## config.mk

```make
export PLATFORM = sky130hd
export DESIGN_NAME = t07_simon_sequencer_flat
export DESIGN_NICKNAME = d
export VERILOG_FILES = /design/src/rtl/t07_simon_sequencer_if.sv /design/src/rtl/t07_simon_sequencer.sv /design/src/flat_wrapper.sv
export SDC_FILE = /design/constraint.sdc
export NUM_CORES = 1
export LEC_CHECK = 0
export ABC_CLOCK_PERIOD_IN_PS = 3400
export BUFFER_PORTS_ARGS = -buffer_cell sky130_fd_sc_hd__buf_4
export CAP_MARGIN = 15
export CORE_MARGIN = 8
export CORE_UTILIZATION = 55
export CTS_CLUSTER_DIAMETER = 100
export CTS_CLUSTER_SIZE = 25
export DETAILED_ROUTE_END_ITERATION = 8
export PLACE_DENSITY_LB_ADDON = 0.05
export SYNTH_ARGS = -nofsm -noshare
export SYNTH_HDL_FRONTEND = slang
export SYNTH_SLANG_ARGS = --single-unit
```

## constraint.sdc

```tcl
create_clock -name clk -period 3.4 [get_ports clk]
set_input_delay 0.34 -clock clk [delete_from_list [all_inputs] [get_ports clk]]
set_output_delay 0.34 -clock clk [all_outputs]
set_load 0.03 [all_outputs]
```

## src/rtl/t07_simon_sequencer_if.sv

```systemverilog
// Signal bundle between the game controller and the Simon sequencer.
// The sequencer is the slave; whoever drives enable/strobe/presses is the master.
interface t07_simon_sequencer_if;
   logic       enable;
   logic       s_strobe;
   logic [5:0] button_pulse;
   logic [3:0] simon_state;
   logic [9:0] simon_sequence_bus;
   logic       simon_cleared;
   logic       simon_strike;

   modport master (
      output enable, s_strobe, button_pulse,
      input  simon_state, simon_sequence_bus, simon_cleared, simon_strike
   );

   modport slave (
      input  enable, s_strobe, button_pulse,
      output simon_state, simon_sequence_bus, simon_cleared, simon_strike
   );
endinterface

```

## src/rtl/t07_simon_sequencer.sv

```systemverilog
// Simon game-control stage: draws a 5-colour sequence from a free-running LFSR,
// paces display phases, checks player presses, and reports strike / cleared.
module t07_simon_sequencer #(
   parameter logic [15:0] LFSR_SEED = 16'hACE1,
   parameter int unsigned TIMEOUT_S = 8
) (
   input logic                  clk,
   input logic                  nrst,
   t07_simon_sequencer_if.slave bus_if
);

   typedef enum logic [3:0] {
      ST_D1   = 4'd0,
      ST_I1   = 4'd1,
      ST_D2   = 4'd2,
      ST_I2   = 4'd3,
      ST_D3   = 4'd4,
      ST_I3   = 4'd5,
      ST_D4   = 4'd6,
      ST_I4   = 4'd7,
      ST_D5   = 4'd8,
      ST_I5   = 4'd9,
      ST_DONE = 4'd10
   } state_t;

   localparam logic [3:0] TIMEOUT_CNT = 4'(TIMEOUT_S);

   state_t      state_q;
   logic [15:0] lfsr_q;
   logic [15:0] lfsr_d;
   logic        enable_q;
   logic [3:0]  dwell_cnt_q;
   logic [3:0]  idle_cnt_q;
   logic [2:0]  press_idx_q;
   logic [9:0]  seq_q;
   logic        cleared_q;
   logic        strike_q;

   logic [2:0]  stage_k;
   logic [3:0]  dwell_target;
   logic [3:0]  dwell_inc;
   logic [3:0]  idle_inc;
   logic        press_valid;
   logic [1:0]  press_colour;
   logic [1:0]  expected_colour;

   assign lfsr_d = {lfsr_q[14:0], lfsr_q[15] ^ lfsr_q[13] ^ lfsr_q[12] ^ lfsr_q[10]};

   // D/I state pairs share a stage index: code = 2k (display) or 2k+1 (input)
   assign stage_k      = state_q[3:1];
   assign dwell_target = {1'b0, stage_k} + 4'd5;
   assign dwell_inc    = dwell_cnt_q + 4'd1;
   assign idle_inc     = idle_cnt_q + 4'd1;

   always_comb begin
      press_valid  = 1'b1;
      press_colour = 2'd0;
      case (bus_if.button_pulse)
         6'b000010: press_colour = 2'd0;
         6'b000100: press_colour = 2'd1;
         6'b001000: press_colour = 2'd2;
         6'b010000: press_colour = 2'd3;
         default:   press_valid  = 1'b0;
      endcase
   end

   always_comb begin
      expected_colour = 2'd0;
      case (press_idx_q)
         3'd0:    expected_colour = seq_q[1:0];
         3'd1:    expected_colour = seq_q[3:2];
         3'd2:    expected_colour = seq_q[5:4];
         3'd3:    expected_colour = seq_q[7:6];
         3'd4:    expected_colour = seq_q[9:8];
         default: expected_colour = 2'd0;
      endcase
   end

   always_ff @(posedge clk or negedge nrst) begin
      if (!nrst) begin
         lfsr_q <= LFSR_SEED;
      end else begin
         lfsr_q <= lfsr_d;
      end
   end

   always_ff @(posedge clk or negedge nrst) begin
      if (!nrst) begin
         state_q     <= ST_D1;
         enable_q    <= 1'b0;
         dwell_cnt_q <= 4'd0;
         idle_cnt_q  <= 4'd0;
         press_idx_q <= 3'd0;
         seq_q       <= 10'd0;
         cleared_q   <= 1'b0;
         strike_q    <= 1'b0;
      end else begin
         enable_q <= bus_if.enable;
         strike_q <= 1'b0;
         if (!bus_if.enable) begin
            state_q     <= ST_D1;
            cleared_q   <= 1'b0;
            dwell_cnt_q <= 4'd0;
            idle_cnt_q  <= 4'd0;
            press_idx_q <= 3'd0;
         end else if (!enable_q) begin
            seq_q       <= lfsr_q[9:0];
            state_q     <= ST_D1;
            cleared_q   <= 1'b0;
            dwell_cnt_q <= 4'd0;
            idle_cnt_q  <= 4'd0;
            press_idx_q <= 3'd0;
         end else begin
            case (state_q)
               ST_D1, ST_D2, ST_D3, ST_D4, ST_D5: begin
                  if (bus_if.s_strobe) begin
                     if (dwell_inc == dwell_target) begin
                        state_q     <= state_t'(state_q + 4'd1);
                        dwell_cnt_q <= 4'd0;
                     end else begin
                        dwell_cnt_q <= dwell_inc;
                     end
                  end
               end
               ST_I1, ST_I2, ST_I3, ST_I4, ST_I5: begin
                  // A press beats a coincident strobe, so it is checked first
                  if (press_valid) begin
                     idle_cnt_q <= 4'd0;
                     if (press_colour == expected_colour) begin
                        if (press_idx_q == stage_k) begin
                           state_q     <= state_t'(state_q + 4'd1);
                           press_idx_q <= 3'd0;
                           if (state_q == ST_I5) begin
                              cleared_q <= 1'b1;
                           end
                        end else begin
                           press_idx_q <= press_idx_q + 3'd1;
                        end
                     end else begin
                        strike_q    <= 1'b1;
                        state_q     <= state_t'(state_q - 4'd1);
                        press_idx_q <= 3'd0;
                     end
                  end else if (bus_if.s_strobe) begin
                     if (idle_inc == TIMEOUT_CNT) begin
                        state_q     <= state_t'(state_q - 4'd1);
                        idle_cnt_q  <= 4'd0;
                        press_idx_q <= 3'd0;
                     end else begin
                        idle_cnt_q <= idle_inc;
                     end
                  end
               end
               ST_DONE: begin
                  cleared_q <= 1'b1;
               end
               default: begin
                  state_q     <= ST_D1;
                  cleared_q   <= 1'b0;
                  dwell_cnt_q <= 4'd0;
                  idle_cnt_q  <= 4'd0;
                  press_idx_q <= 3'd0;
               end
            endcase
         end
      end
   end

   assign bus_if.simon_state        = state_q;
   assign bus_if.simon_sequence_bus = seq_q;
   assign bus_if.simon_cleared      = cleared_q;
   assign bus_if.simon_strike       = strike_q;

endmodule

```

## src/flat_wrapper.sv

```systemverilog
// flat-port wrapper written by rule: the top's interface ports become plain ports
module t07_simon_sequencer_flat 
#(
   parameter logic [15:0] LFSR_SEED = 16'hACE1,
   parameter int unsigned TIMEOUT_S = 8
)
  (clk, nrst, bus_if_enable, bus_if_s_strobe, bus_if_button_pulse, bus_if_simon_state, bus_if_simon_sequence_bus, bus_if_simon_cleared, bus_if_simon_strike);
  t07_simon_sequencer_if bus_if_i ();
  input logic clk;
  input logic nrst;
  input wire logic [$bits(bus_if_i.enable)-1:0] bus_if_enable;
  input wire logic [$bits(bus_if_i.s_strobe)-1:0] bus_if_s_strobe;
  input wire logic [$bits(bus_if_i.button_pulse)-1:0] bus_if_button_pulse;
  output wire logic [$bits(bus_if_i.simon_state)-1:0] bus_if_simon_state;
  output wire logic [$bits(bus_if_i.simon_sequence_bus)-1:0] bus_if_simon_sequence_bus;
  output wire logic [$bits(bus_if_i.simon_cleared)-1:0] bus_if_simon_cleared;
  output wire logic [$bits(bus_if_i.simon_strike)-1:0] bus_if_simon_strike;
  assign bus_if_i.enable = bus_if_enable;
  assign bus_if_i.s_strobe = bus_if_s_strobe;
  assign bus_if_i.button_pulse = bus_if_button_pulse;
  assign bus_if_simon_state = bus_if_i.simon_state;
  assign bus_if_simon_sequence_bus = bus_if_i.simon_sequence_bus;
  assign bus_if_simon_cleared = bus_if_i.simon_cleared;
  assign bus_if_simon_strike = bus_if_i.simon_strike;
  t07_simon_sequencer #(.LFSR_SEED(LFSR_SEED), .TIMEOUT_S(TIMEOUT_S)) u_core (.clk(clk), .nrst(nrst), .bus_if(bus_if_i));
endmodule
```

==> results_dict.tcl <==
set metrics [dict create \
    path_clk_slew_ns 0.09 \
    antenna_found_initial 0 \
    synth-seq-cells 44 \
    p_leak_nw 1.29 \
    crit_type "flop to flop" \
    timing.setup.tns_ns 0 \
    fin_area_um2 2930 \
    yosys.area_share.simple_pct 16.5 \
    synth_top_family_by_area "simple AND/OR/NAND/NOR gates" \
    finalCritPeriodShare_pct 82.3 \
    drc 0 \
    synth_compound_area_share_pct 15.5 \
    yosys_most_used_dff "dfrtp_1" \
    use_met1_pct 21.5 \
    seq_area_frac_synth_pct 43.4 \
    wl_mm 5.50 \
    syn_inst 242 \
    numPortBuffers 25 \
    hold_viol_final 0 \
    die_x_um 84.2 \
    drv_slew 0 \
    vias 1933 \
    hold_buffers 0 \
    rows 25 \
    place_area_um2 2790 \
    synthXorXnorAreaFrac_pct 7.34 \
    cts_resized 0 \
    synth_top_area_cell "dfrtp_1" \
    tritoncts "built" \
    use_met3_pct 4.45 \
    crit_path_start_kind "flop" \
    synthArstFlopShare_pct 100 \
    globalplace.congestion 0.850 \
    clock_latency_ns 0.30 \
    cts_setup_buffers 0 \
    post-place-cells 315 \
    ctsRootBufferMaster "clkbuf_8" \
    hpwl_mm 3.95 \
    firstDrtPassIters 4 \
    grt_overflow 0 \
    syn2layout_area_growth_pct 14.4 \
    synth_warnings 0 \
    synth_enable_flop_cells 0 \
    powerDensity_nw_per_um2 585 \
    worst-path-max-fanout 9 \
    die_h_um 84.2 \
    end_kind "flop" \
    worstPathArrival_ns 2.99 \
    yosys-top-cells-area "dfrtp_1 (35%), dfstp_2 (8.2%), ha_1 (7.8%)" \
    status "finished clean" \
    grt-busiest-layer "met2" \
    io_pins 26 \
    cts_buffers 5 \
    dieArea_um2 7090 \
    clock-sinks 44 \
    synth_cell_type_count 58 \
    finalNetCount 294 \
    vias_per_cell 5.98 \
    finalNonFillerCells 323 \
    drt-initial-drc-count 103 \
    synthesis.area_um2 2560 \
    peakVddDrop_v 0.000287 \
    start_util_pct 55.6 \
    ant_nets 0 \
    rsz0062_at_grt "false" \
    skew_ns 0.0101 \
    clk_path_buf_depth 2 \
    tightest_slew_ns 0.881 \
    min_path_type "input pin to asynchronous set/reset pin" \
    core_area_um2 4600 \
    grt_usage_pct 16.6 \
    grt_first_pass_wirelength_mm 9.61 \
    syn_nets 268 \
    diodes 0 \
    grt_max_degree 45 \
    clock.fmax_mhz 357 \
    avgSynthCellArea_um2 10.6 \
    synth_fa_ha_area_share_pct 7.83 \
    muxShareOfSynthArea_pct 7.00 \
    grt_pass1_vias 1987 \
    h-tree-depth 2 \
    setup_viol 0 \
    met2_usage_pct 25.0 \
    wl_per_cell_um 17.0 \
    max-cap-violations 0 \
    synth.top_cell.area_share_pct 35.2 \
    slew_headroom_pct 41.1 \
    min_period_ns 2.80 \
    cp.required_ns 3.60 \
    final_layout_size_suffix_gt1_share_pct 23.4 \
]
[power by group]
part           internal [mW]  total (mW)  switching, mW
registers              0.551       0.614         0.0630
logic                  0.259       0.622          0.363
clock network          0.294       0.475          0.181
[routing by layer]
| layer | vias to the layer above | part of all wire (%) |
|---|---|---|
| met2 | 57 | 47 |
| met3 | 15 | 5.4 |
| met5 | - | 0 |
| li1 | 931 | - |
| met1 | 930 | 45 |
| met4 | 0 | 2.4 |
[metrics by stage]
step / util, % / power (mW) / setup WS, ns / hold slack [ns]
detailed placement: 60.7 / 1.23 / 0.613 / 0.339
global route: 63.6 / 1.82 / 0.358 / 0.0548
finish: 63.6 / 1.71 / 0.600 / 0.0160
floorplan: - / 1.06 / 0.706 / 0.0444
CTS: 63.6 / 1.71 / 0.596 / 0.0439
global placement: 60.7 / 1.23 / 0.707 / 0.346
[layout make-up]
type,count,area [µm²]
clock inverters,2,60.1
multi-input cells,182,1390
repair buffers,26,195
well taps,54,67.6
clock buffers,6,72.6
inverters,9,33.8
fillers,400,1670
flip-flops and latches,44,1110
[worst max-delay path: stages (launching register included)]
cell,delay (ns)
dfrtp_1,0.56
inv_1,0.17
ha_1,0.34
xnor2_1,0.16
nand2_1,0.07
o311ai_1,0.48
o211ai_1,0.29
or2_4,0.33
mux2_4,0.29
[worst paths after layout]
path	cells past startpoint	slack [ns]	to	start
min in group clk	1	0.17	u_core.enable_q	bus_if_enable
setup reg to reg	8	0.60	u_core.bus_if.simon_state[0]	u_core.bus_if.simon_state[1]
setup / recovery	8	0.60	u_core.bus_if.simon_state[0]	u_core.bus_if.simon_state[1]
hold reg to reg	0	0.37	u_core.lfsr_q[7]	u_core.lfsr_q[6]
hold / removal	1	0.02	u_core.bus_if.simon_sequence_bus[4]	nrst
max in group asynchronous	1	2.99	u_core.lfsr_q[11]	nrst
[cells in the mapped netlist (3+ instances only)]
library cell  count
or3_1             3
a21oi_1           7
xor2_1            3
o211ai_1          3
clkbuf_1          6
dfstp_2           8
ha_1             16
nor4_1            6
nor2_1            8
mux2_2           11
nand2b_1          7
mux2i_1           4
inv_1             9
nand3_1           6
o21ai_0          14
o2bb2ai_1         3
a22oi_1           4
nand2_1          19
xnor2_1          14
nor3_1            9
dfrtp_1          36
[cells by family (layout without fill, tap and decap cells)]
logic type	Yosys count	count (layout)
adders and majority gates	16	16
AOI/OAI and AO/OA	56	56
buffers and inverters	16	43
muxes	16	16
and+or+nand+nor	75	75
DFF	44	44
xor gates and xnor gates	19	19
[sequential cells by signal, indices dropped and copies added (netlist names)]
name and cells:
u_core.idle_cnt_q 4, u_core.bus_if.simon_state 4, u_core.press_idx_q 3, u_core.dwell_cnt_q 4, u_core.bus_if.simon_strike 1, u_core.lfsr_q 16, u_core.bus_if.simon_cleared 1, u_core.enable_q 1
u_core.bus_if.simon_sequence_bus 10
[layout by cell type (no fill, tap or decap), types with 2 or more instances in the layout]
cell type	count
a211oi_1	2
a21boi_0	2
a21oi_1	7
a221oi_1	2
a22oi_1	4
buf_4	26
bufinv_16	2
clkbuf_8	5
dfrtp_1	36
dfstp_2	8
ha_1	16
inv_1	9
mux2_2	11
mux2i_1	4
nand2_1	19
nand2b_1	7
nand3_1	6
nor2_1	8
nor3_1	9
nor4_1	6
o211ai_1	3
o21a_1	2
o21ai_0	14
o21bai_1	2
o22a_1	2
o2bb2ai_1	3
or2_2	2
or2b_1	2
or3_1	3
or4_1	2
xnor2_1	14
xor2_1	3
Power figures use the tool's default switching activity.
